File: config.mk
export PLATFORM = sky130hd
export DESIGN_NAME = approx_mac_pipe
export DESIGN_NICKNAME = d
export VERILOG_FILES = /design/src/rtl/approx_mac_pipe.sv
export SDC_FILE = /design/constraint.sdc
export NUM_CORES = 1
export LEC_CHECK = 0
export CORE_MARGIN = 2
export CORE_UTILIZATION = 60
export DETAILED_ROUTE_END_ITERATION = 16
export PLACE_DENSITY = 0.83
export SKIP_LAST_GASP = 1
export SYNTH_ARGS = -nofsm -noshare
export SYNTH_HDL_FRONTEND = slang
export SYNTH_SLANG_ARGS = --single-unit
File: constraint.sdc
create_clock -name clk -period 7.4 [get_ports clk]
set_input_delay 1.48 -clock clk [delete_from_list [all_inputs] [get_ports clk]]
set_output_delay 1.48 -clock clk [all_outputs]
set_load 0.02 [all_outputs]
File: src/rtl/approx_mac_pipe.sv
`timescale 1ns/1ps
`default_nettype none
// ============================================================================
// approx_mac_pipe : 3-stage valid/ready multiply-accumulate, approximate array
//                   multiplier (low APPROX columns dropped). Macro MAC_SATURATE_EN.
// Revision: 1.0
// ============================================================================
module approx_mac_pipe #(
  parameter int W      = 16,
  parameter int APPROX = 10,
  parameter int ACC_W  = 40
) (
  input  logic             clk,
  input  logic             rst,
  input  logic             in_valid,
  output logic             in_ready,
  input  logic [W-1:0]     in_a,
  input  logic [W-1:0]     in_b,
  input  logic [ACC_W-1:0] in_c,
  input  logic             in_clr,
  output logic             out_valid,
  input  logic             out_ready,
  output logic [ACC_W-1:0] out_acc,
  output logic             out_ovf
);

  localparam logic [2*W-1:0] c_col_mask = {(2*W){1'b1}} << APPROX;

  logic             s1_valid_q, s1_valid_d;
  logic [W-1:0]     s1_a_q, s1_a_d;
  logic [W-1:0]     s1_b_q, s1_b_d;
  logic [ACC_W-1:0] s1_c_q, s1_c_d;
  logic             s1_clr_q, s1_clr_d;

  logic             s2_valid_q, s2_valid_d;
  logic [2*W-1:0]   s2_prod_q, s2_prod_d;
  logic [ACC_W-1:0] s2_c_q, s2_c_d;
  logic             s2_clr_q, s2_clr_d;

  logic             out_valid_q, out_valid_d;
  logic [ACC_W-1:0] acc_q, acc_d;
  logic             ovf_q, ovf_d;

  logic             adv;
  logic [2*W-1:0]   pp_row [W];
  logic [2*W-1:0]   prod_sum;
  logic [ACC_W-1:0] add_base;
  logic [ACC_W:0]   add_full;

  assign adv      = !out_valid_q || out_ready;
  assign in_ready = adv;

  // Each partial-product row is masked by column, so dropped bits never carry in.
  for (genvar i = 0; i < W; i++) begin : g_pp_row
    assign pp_row[i] = s1_b_q[i] ? (({{W{1'b0}}, s1_a_q} << i) & c_col_mask) : '0;
  end

  always_comb begin
    prod_sum = '0;
    for (int i = 0; i < W; i++) begin
      prod_sum = prod_sum + pp_row[i];
    end
  end

  always_comb begin
    add_base = s2_clr_q ? s2_c_q : acc_q;
    add_full = {1'b0, add_base} + {1'b0, ACC_W'(s2_prod_q)};
  end

  always_comb begin
    s1_valid_d  = s1_valid_q;
    s1_a_d      = s1_a_q;
    s1_b_d      = s1_b_q;
    s1_c_d      = s1_c_q;
    s1_clr_d    = s1_clr_q;
    s2_valid_d  = s2_valid_q;
    s2_prod_d   = s2_prod_q;
    s2_c_d      = s2_c_q;
    s2_clr_d    = s2_clr_q;
    out_valid_d = out_valid_q;
    acc_d       = acc_q;
    ovf_d       = ovf_q;
    if (adv) begin
      s1_valid_d  = in_valid;
      s2_valid_d  = s1_valid_q;
      out_valid_d = s2_valid_q;
      if (in_valid) begin
        s1_a_d   = in_a;
        s1_b_d   = in_b;
        s1_c_d   = in_c;
        s1_clr_d = in_clr;
      end
      if (s1_valid_q) begin
        s2_prod_d = prod_sum;
        s2_c_d    = s1_c_q;
        s2_clr_d  = s1_clr_q;
      end
      if (s2_valid_q) begin
        ovf_d = add_full[ACC_W];
`ifdef MAC_SATURATE_EN
        acc_d = add_full[ACC_W] ? '1 : add_full[ACC_W-1:0];
`else
        acc_d = add_full[ACC_W-1:0];
`endif
      end
    end
  end

  always_ff @(posedge clk or posedge rst) begin
    if (rst) begin
      s1_valid_q  <= 1'b0;
      s1_a_q      <= '0;
      s1_b_q      <= '0;
      s1_c_q      <= '0;
      s1_clr_q    <= 1'b0;
      s2_valid_q  <= 1'b0;
      s2_prod_q   <= '0;
      s2_c_q      <= '0;
      s2_clr_q    <= 1'b0;
      out_valid_q <= 1'b0;
      acc_q       <= '0;
      ovf_q       <= 1'b0;
    end else begin
      s1_valid_q  <= s1_valid_d;
      s1_a_q      <= s1_a_d;
      s1_b_q      <= s1_b_d;
      s1_c_q      <= s1_c_d;
      s1_clr_q    <= s1_clr_d;
      s2_valid_q  <= s2_valid_d;
      s2_prod_q   <= s2_prod_d;
      s2_c_q      <= s2_c_d;
      s2_clr_q    <= s2_clr_d;
      out_valid_q <= out_valid_d;
      acc_q       <= acc_d;
      ovf_q       <= ovf_d;
    end
  end

  assign out_valid = out_valid_q;
  assign out_acc   = acc_q;
  assign out_ovf   = ovf_q;

endmodule
`default_nettype wire

---- Word-level counts from Yosys, hierarchy flattened ----
Index checks and enable logic that the tools add are counted.
storage, ports and cells
  output and inout bits ................... 43
  logic and storage cells ................. 50
  input port bits ......................... 77
  flip-flop bits (word level) ............. 190
cells by class
  mux-type cells .......................... 17
  reductions and logical operators ........ 5
  add/sub/neg operators ................... 16
operators by type and width
  kind              number
  $add 40x32->41    1
  $mux 40           1
  $add 31x31->32    1
  $add 30x30->31    1
  $mux 31           1
  $add 29x29->30    1
  $mux 30           1
  $add 28x28->29    1
  $mux 29           1
  $add 27x27->28    1
  $mux 28           1
  $add 26x26->27    1
  $mux 27           1
  $add 25x25->26    1
  $mux 26           1
  $add 24x24->25    1
  $mux 25           1
  $add 23x23->24    1
  $mux 24           1
  $add 22x22->23    1
  $mux 23           1
  $add 21x21->22    1
  $mux 22           1
  $add 20x20->21    1
  12 further kinds  14

---- Longest topological paths before layout ----
  depth in word-level cells ............... 16
  gate-level depth with buffers ........... 24

---- Least setup slack after synthesis ----
No wires, ideal clock.
  path type ............................... register to register
  start point ............................. reg s1_b_q[15]
  end point ............................... reg s2_prod_q[30]
  cell stages (with the launch flop) ...... 21
  slack ................................... 1.063 ns
  period minus slack after synthesis ...... 6.337 ns
  path buffers ............................ 1
  library setup time ...................... 0.120 ns
  data required time ...................... 7.280 ns
  data arrival time ....................... 6.216 ns
  path through ............................ dfrtp_1 clkbuf_1 and2_1 fa_1 inv_1 fa_1 fa_1 fa_1 inv_1 fa_1 inv_1 fa_1 inv_1 ha_1 a2111o_1 o21ai_2 a21oi_2 o41a_1 o211a_1 or3_1 a41o_1
between the ends
  cells in the longest elaborated chain, start to end .. 2
RTL lines
  what                    RTL line  source
  from (decl)             31        logic [W-1:0] s1_b_q, s1_b_d;
  from (signal assigned)  113       s1_b_q <= '0;
  from (signal assigned)  126       s1_b_q <= s1_b_d;
  $mux 31                 55        assign pp_row[i] = s1_b_q[i] ? (({{W{1'b0}}, s1_a_q} << i) & c_col_mask) : '0;
  $add 31x31->32          61        prod_sum = prod_sum + pp_row[i];
  to (signal assigned)    130       s2_prod_q <= s2_prod_d;
  to (decl)               36        logic [2*W-1:0] s2_prod_q, s2_prod_d;
No other way between the ends.
A chain may end at the register's enable or synchronous reset.

---- Worst setup path after layout ----
  start point ............................. reg s1_a_q[12]
  end point ............................... reg s2_prod_q[30]
between the ends
  cells in the longest elaborated chain, start to end .. 16
  elaborated cells between the ends (all ways) .. 31
  those cells by class .................... add/sub (15); mux (16)
RTL lines
  what                                RTL line  source
  from (decl)                         30        logic [W-1:0] s1_a_q, s1_a_d;
  from (signal assigned)              112       s1_a_q <= '0;
  from (signal assigned)              125       s1_a_q <= s1_a_d;
  $mux 16 or $mux 17 (tied branches)  55
  $add 16x17->18                      61
  $add 18x18->19                      61
  $add 19x19->20                      61
  $add 20x20->21                      61
  $add 21x21->22                      61
  $add 22x22->23                      61
  $add 23x23->24                      61
  $add 24x24->25                      61
  $add 25x25->26                      61
  $add 26x26->27                      61
  $add 27x27->28                      61
  $add 28x28->29                      61
  $add 29x29->30                      61
  $add 30x30->31                      61
  $add 31x31->32 (*)                  61
Every way passes the cells marked *; elsewhere a longest branch is shown, timed or not.

==> key figures <==
STA
  – Final Hold Vio Count: 0
  – Post-Route Setup TNS: 0 ps
  – Worst slew pin tran: 1090 ps
  – FMAX: 151 MHz
  – Post-layout min period: 6620 ps
  – Worst slew margin: a little over a quarter
  – Setup violations, final: 0
  – Tcrit/Tclk final: around nine tenths
  – Setup Skew: between 20 and 25 ps
  – Hold WS: 502 ps
  – Pins Over Slew Limit: 0
  – RSZ-0062 raised after global routing: no

Cells and area
  – Final Util: 69.1%
  – # fillers: around 1800
  – Ratio of cells with drive above 1 in the final layout: a little over an eighth
  – Synthesis-to-layout area growth: 14.0%
  – Final net count: 1803
  – Register area: 4500 um^2
  – Fin cells: 1814
  – Multi-input gate area: 9260 um^2

Clock network
  – Clk Latency, worst-skew pair: 450 ps
  – # H-tree levels: 4
  – Clk buf depth: 2
  – Worst-path clk slew: 80 ps
  – Hold_buf cts: 0
  – Post_cts resized: 0
  – CTS Buf Count: 17
  – CTS tree: done
  – # clock sinks: 180
  – Post-CTS setup buffers: 0
  – Root Buffer: clkbuf_16

Placed design
  – DP HPWL: ~25000 um
  – Port Buffers: roughly 120
  – Final RePlAce weighted congestion: 0.892
  – Dpl cells: around 1800

Detailed routing
  – Drt first pass iters: 5
  – Wire per inst: between 15 and 20 um
  – Remaining DRCs: 0
  – Iter 0 DRT Violations: 610
  – Vias: 10400
  – Routed Antenna Nets: 0
  – Post-Route WL: ~32000 um
  – Vias per inst: 5.71

Worst setup path
  – Worst Setup End Kind: flop
  – CP Data Required Time: 7730 ps
  – R2r startpoint: s1_a_q[12]
  – Kind of critical path: reg2reg
  – RR Endpoint: s2_prod_q[30]
  – Crit start category: flop
  – CP max stage cell: dfrtp_1
  – Bufs and invs on worst path: 5
  – CP arrival: ~7000 ps
  – Worst path top cell family by delay: adder cells
  – CP Cell Sequence: nand2_1 -> fa_1 -> inv_1 -> fa_1 -> fa_1 -> inv_1 -> fa_1 -> inv_1 -> fa_1 -> inv_1 -> fa_1 -> inv_1 -> ha_1 -> a2111o_1 -> o21ai_2 -> a21oi_2 -> o41a_1 -> o211a_1 -> or3_1 -> a41o_1
  – Worst stage delay on the critical path: 720 ps
  – Crit-path most repeated cell: fa_1
  – Largest fanout on the critical path: 17
  – Setup slack, reg-to-reg: 780 ps
  – Worst reg-to-reg path cell count: 20

Global route
  – Largest net degree at the start of global routing: 79
  – Number of global-route vias before repair: between 10000 and 15000
  – GRT Util Overall: 26.6%
  – Initial antenna violation count: 2
  – Total congestion overflow: 0
  – Global-route wire length before repair: between 50000 and 60000 um

Die
  – Initial Util: 60.7%
  – IO Count: 120
  – # rows: 57
  – Core Region: 24100 um^2
  – Die H: 160 um
  – Die footprint: 25600 um^2
  – Die Width: 160 um

Logic synthesis
  – Mapped Cells: 1390
  – Post-synth EDFFs: 0
  – Synth cell types: 61
  – Seq cells post-synth: 180
  – FFs w/ async S/R, synth: between 90% and 100%
  – Ys Warns: 0
  – Syn_area_per_cell: 10.5 um^2
  – Area of the mapped netlist: 14600 um^2
  – Most used DFF post-synth: dfrtp_1
  – Sequential share of the synthesized area: 30.8%
  – Syn_nets: 1718

Min path
  – Hold Startpoint: s1_c_q[37]
  – Hold Path Sink: s2_c_q[37]
  – Worst hold path class: reg2reg
  – Worst Hold Path Cells: 1

Run status
  – Status: finished, final reports clean

Flow run
  – Max-Cap Viols: 0
[worst reg2reg max path: stages (launching register included)]
cell and delay, ps:
dfrtp_1 720, nand2_1 190, fa_1 560, inv_1 60, fa_1 430, fa_1 500
inv_1 60, fa_1 470, inv_1 50, fa_1 530, inv_1 50, fa_1 530
inv_1 40, ha_1 360, a2111o_1 460, o21ai_2 170, a21oi_2 100, o41a_1 430
o211a_1 260, or3_1 300, a41o_1 240
[synth_stat cells, types with 3 or more instances]
cell / n / area share [%]
clkbuf_1: 56 / 1.4
and2_1: 89 / 3.8
o21ai_0: 55 / 1.9
nor3_1: 7 / 0.24
a31oi_1: 7 / 0.30
mux2_2: 149 / 11
nand3_1: 10 / 0.34
nand2b_1: 6 / 0.26
and3_1: 7 / 0.30
a21o_1: 9 / 0.46
xnor2_1: 11 / 0.66
o21a_1: 12 / 0.62
o211ai_1: 7 / 0.36
a211oi_1: 9 / 0.46
o31ai_1: 9 / 0.46
nor4_1: 3 / 0.13
nor2_1: 26 / 0.67
a2111o_1: 3 / 0.23
xor2_1: 18 / 1.1
ha_1: 91 / 7.8
inv_1: 172 / 4.4
mux2i_1: 9 / 0.62
fa_1: 160 / 22
dfrtp_1: 180 / 31
nor2b_1: 7 / 0.30
o21bai_1: 3 / 0.15
nand2_1: 195 / 5.0
or3_1: 5 / 0.21
nand3b_1: 3 / 0.15
nand4_1: 4 / 0.17
a21oi_1: 29 / 0.99
[per-layer routing]
layer / vias up / track usage, % / wire (um)
li1: 4737 / - / -
met1: 5174 / 36.1 / 13900
met2: 375 / 44.4 / 15800
met3: 66 / 3.92 / 1790
met4: 0 / 8.76 / 901
met5: - / 0 / 0
[layout by cell type (no fill, tap or decap), types with 10 or more instances in the layout]
master           count
clkbuf_16           17
and2_1              89
dfrtp_1            180
xor2_1              18
mux2_2             149
o21ai_0             55
xnor2_1             11
nand2_1            193
nand3_1             10
fa_1               160
a21oi_1             29
clkdlybuf4s50_1    119
o21a_1              12
nor2_1              26
inv_1              171
ha_1                91
[flip-flops by register name (all words and copies together) (netlist names), named ones only]
register,count
s1_c_q,40
s2_c_q,40
out_acc,30
s2_prod_q,22
s1_a_q,16
s1_b_q,16
out_ovf,1
out_valid,1
s1_clr_q,1
s1_valid_q,1
s2_clr_q,1
s2_valid_q,1
[through the flow]
| step | worst slack [ps] | cell area [um^2] |
|---|---|---|
| 6_report | 782 | 16700 |
| 3_3_place_gp | 859 | 16100 |
| 4_1_cts | 804 | 16700 |
| 5_1_grt | 537 | 16700 |
| 2_1_floorplan | 1030 | 14600 |
| 3_5_place_dp | 818 | 16100 |
[worst max-delay path by stage]
stage,cells after the start,slack (ps),end,from
after floorplan,1,1030,asynchronous set/reset pin,rst
after global placement,19,860,s2_prod_q[30],s1_b_q[11]
after detailed placement,20,820,s2_prod_q[30],s1_a_q[12]
after CTS,19,800,s2_prod_q[30],s1_b_q[15]
after global routing,20,540,s2_prod_q[30],s1_a_q[12]
final,20,780,s2_prod_q[30],s1_a_q[12]
[kinds of logic (layout without fill, tap and decap cells)]
| logic type | after synthesis | count (layout) | share of synthesized area, % |
|---|---|---|---|
| DFF | 180 | 180 | 30.8 |
| AOI/OAI and AO/OA | 172 | 172 | 7.78 |
| buffers and inverters | 231 | 329 | 5.95 |
| and+or+nand+nor | 369 | 369 | 12.0 |
| xor gates and xnor gates | 29 | 29 | 1.74 |
| adders and majority gates | 251 | 251 | 29.7 |
| muxes | 158 | 158 | 12.1 |
| other | 0 | 2 | 0 |
[cell type report]
class / instances / area share [%]
multi-input cells: 979 / 55.6
clock buffers: 17 / 2.55
flip-flops and latches: 180 / 27.0
inverters: 172 / 3.90
repair buffers: 125 / 7.42
well taps: 324 / 2.43
diodes: 2 / 0.0300
clock inverters: 15 / 1.08
Power is not shown: default switching activity piles up to over one toggle a cycle in this logic, so the estimate is an artifact.
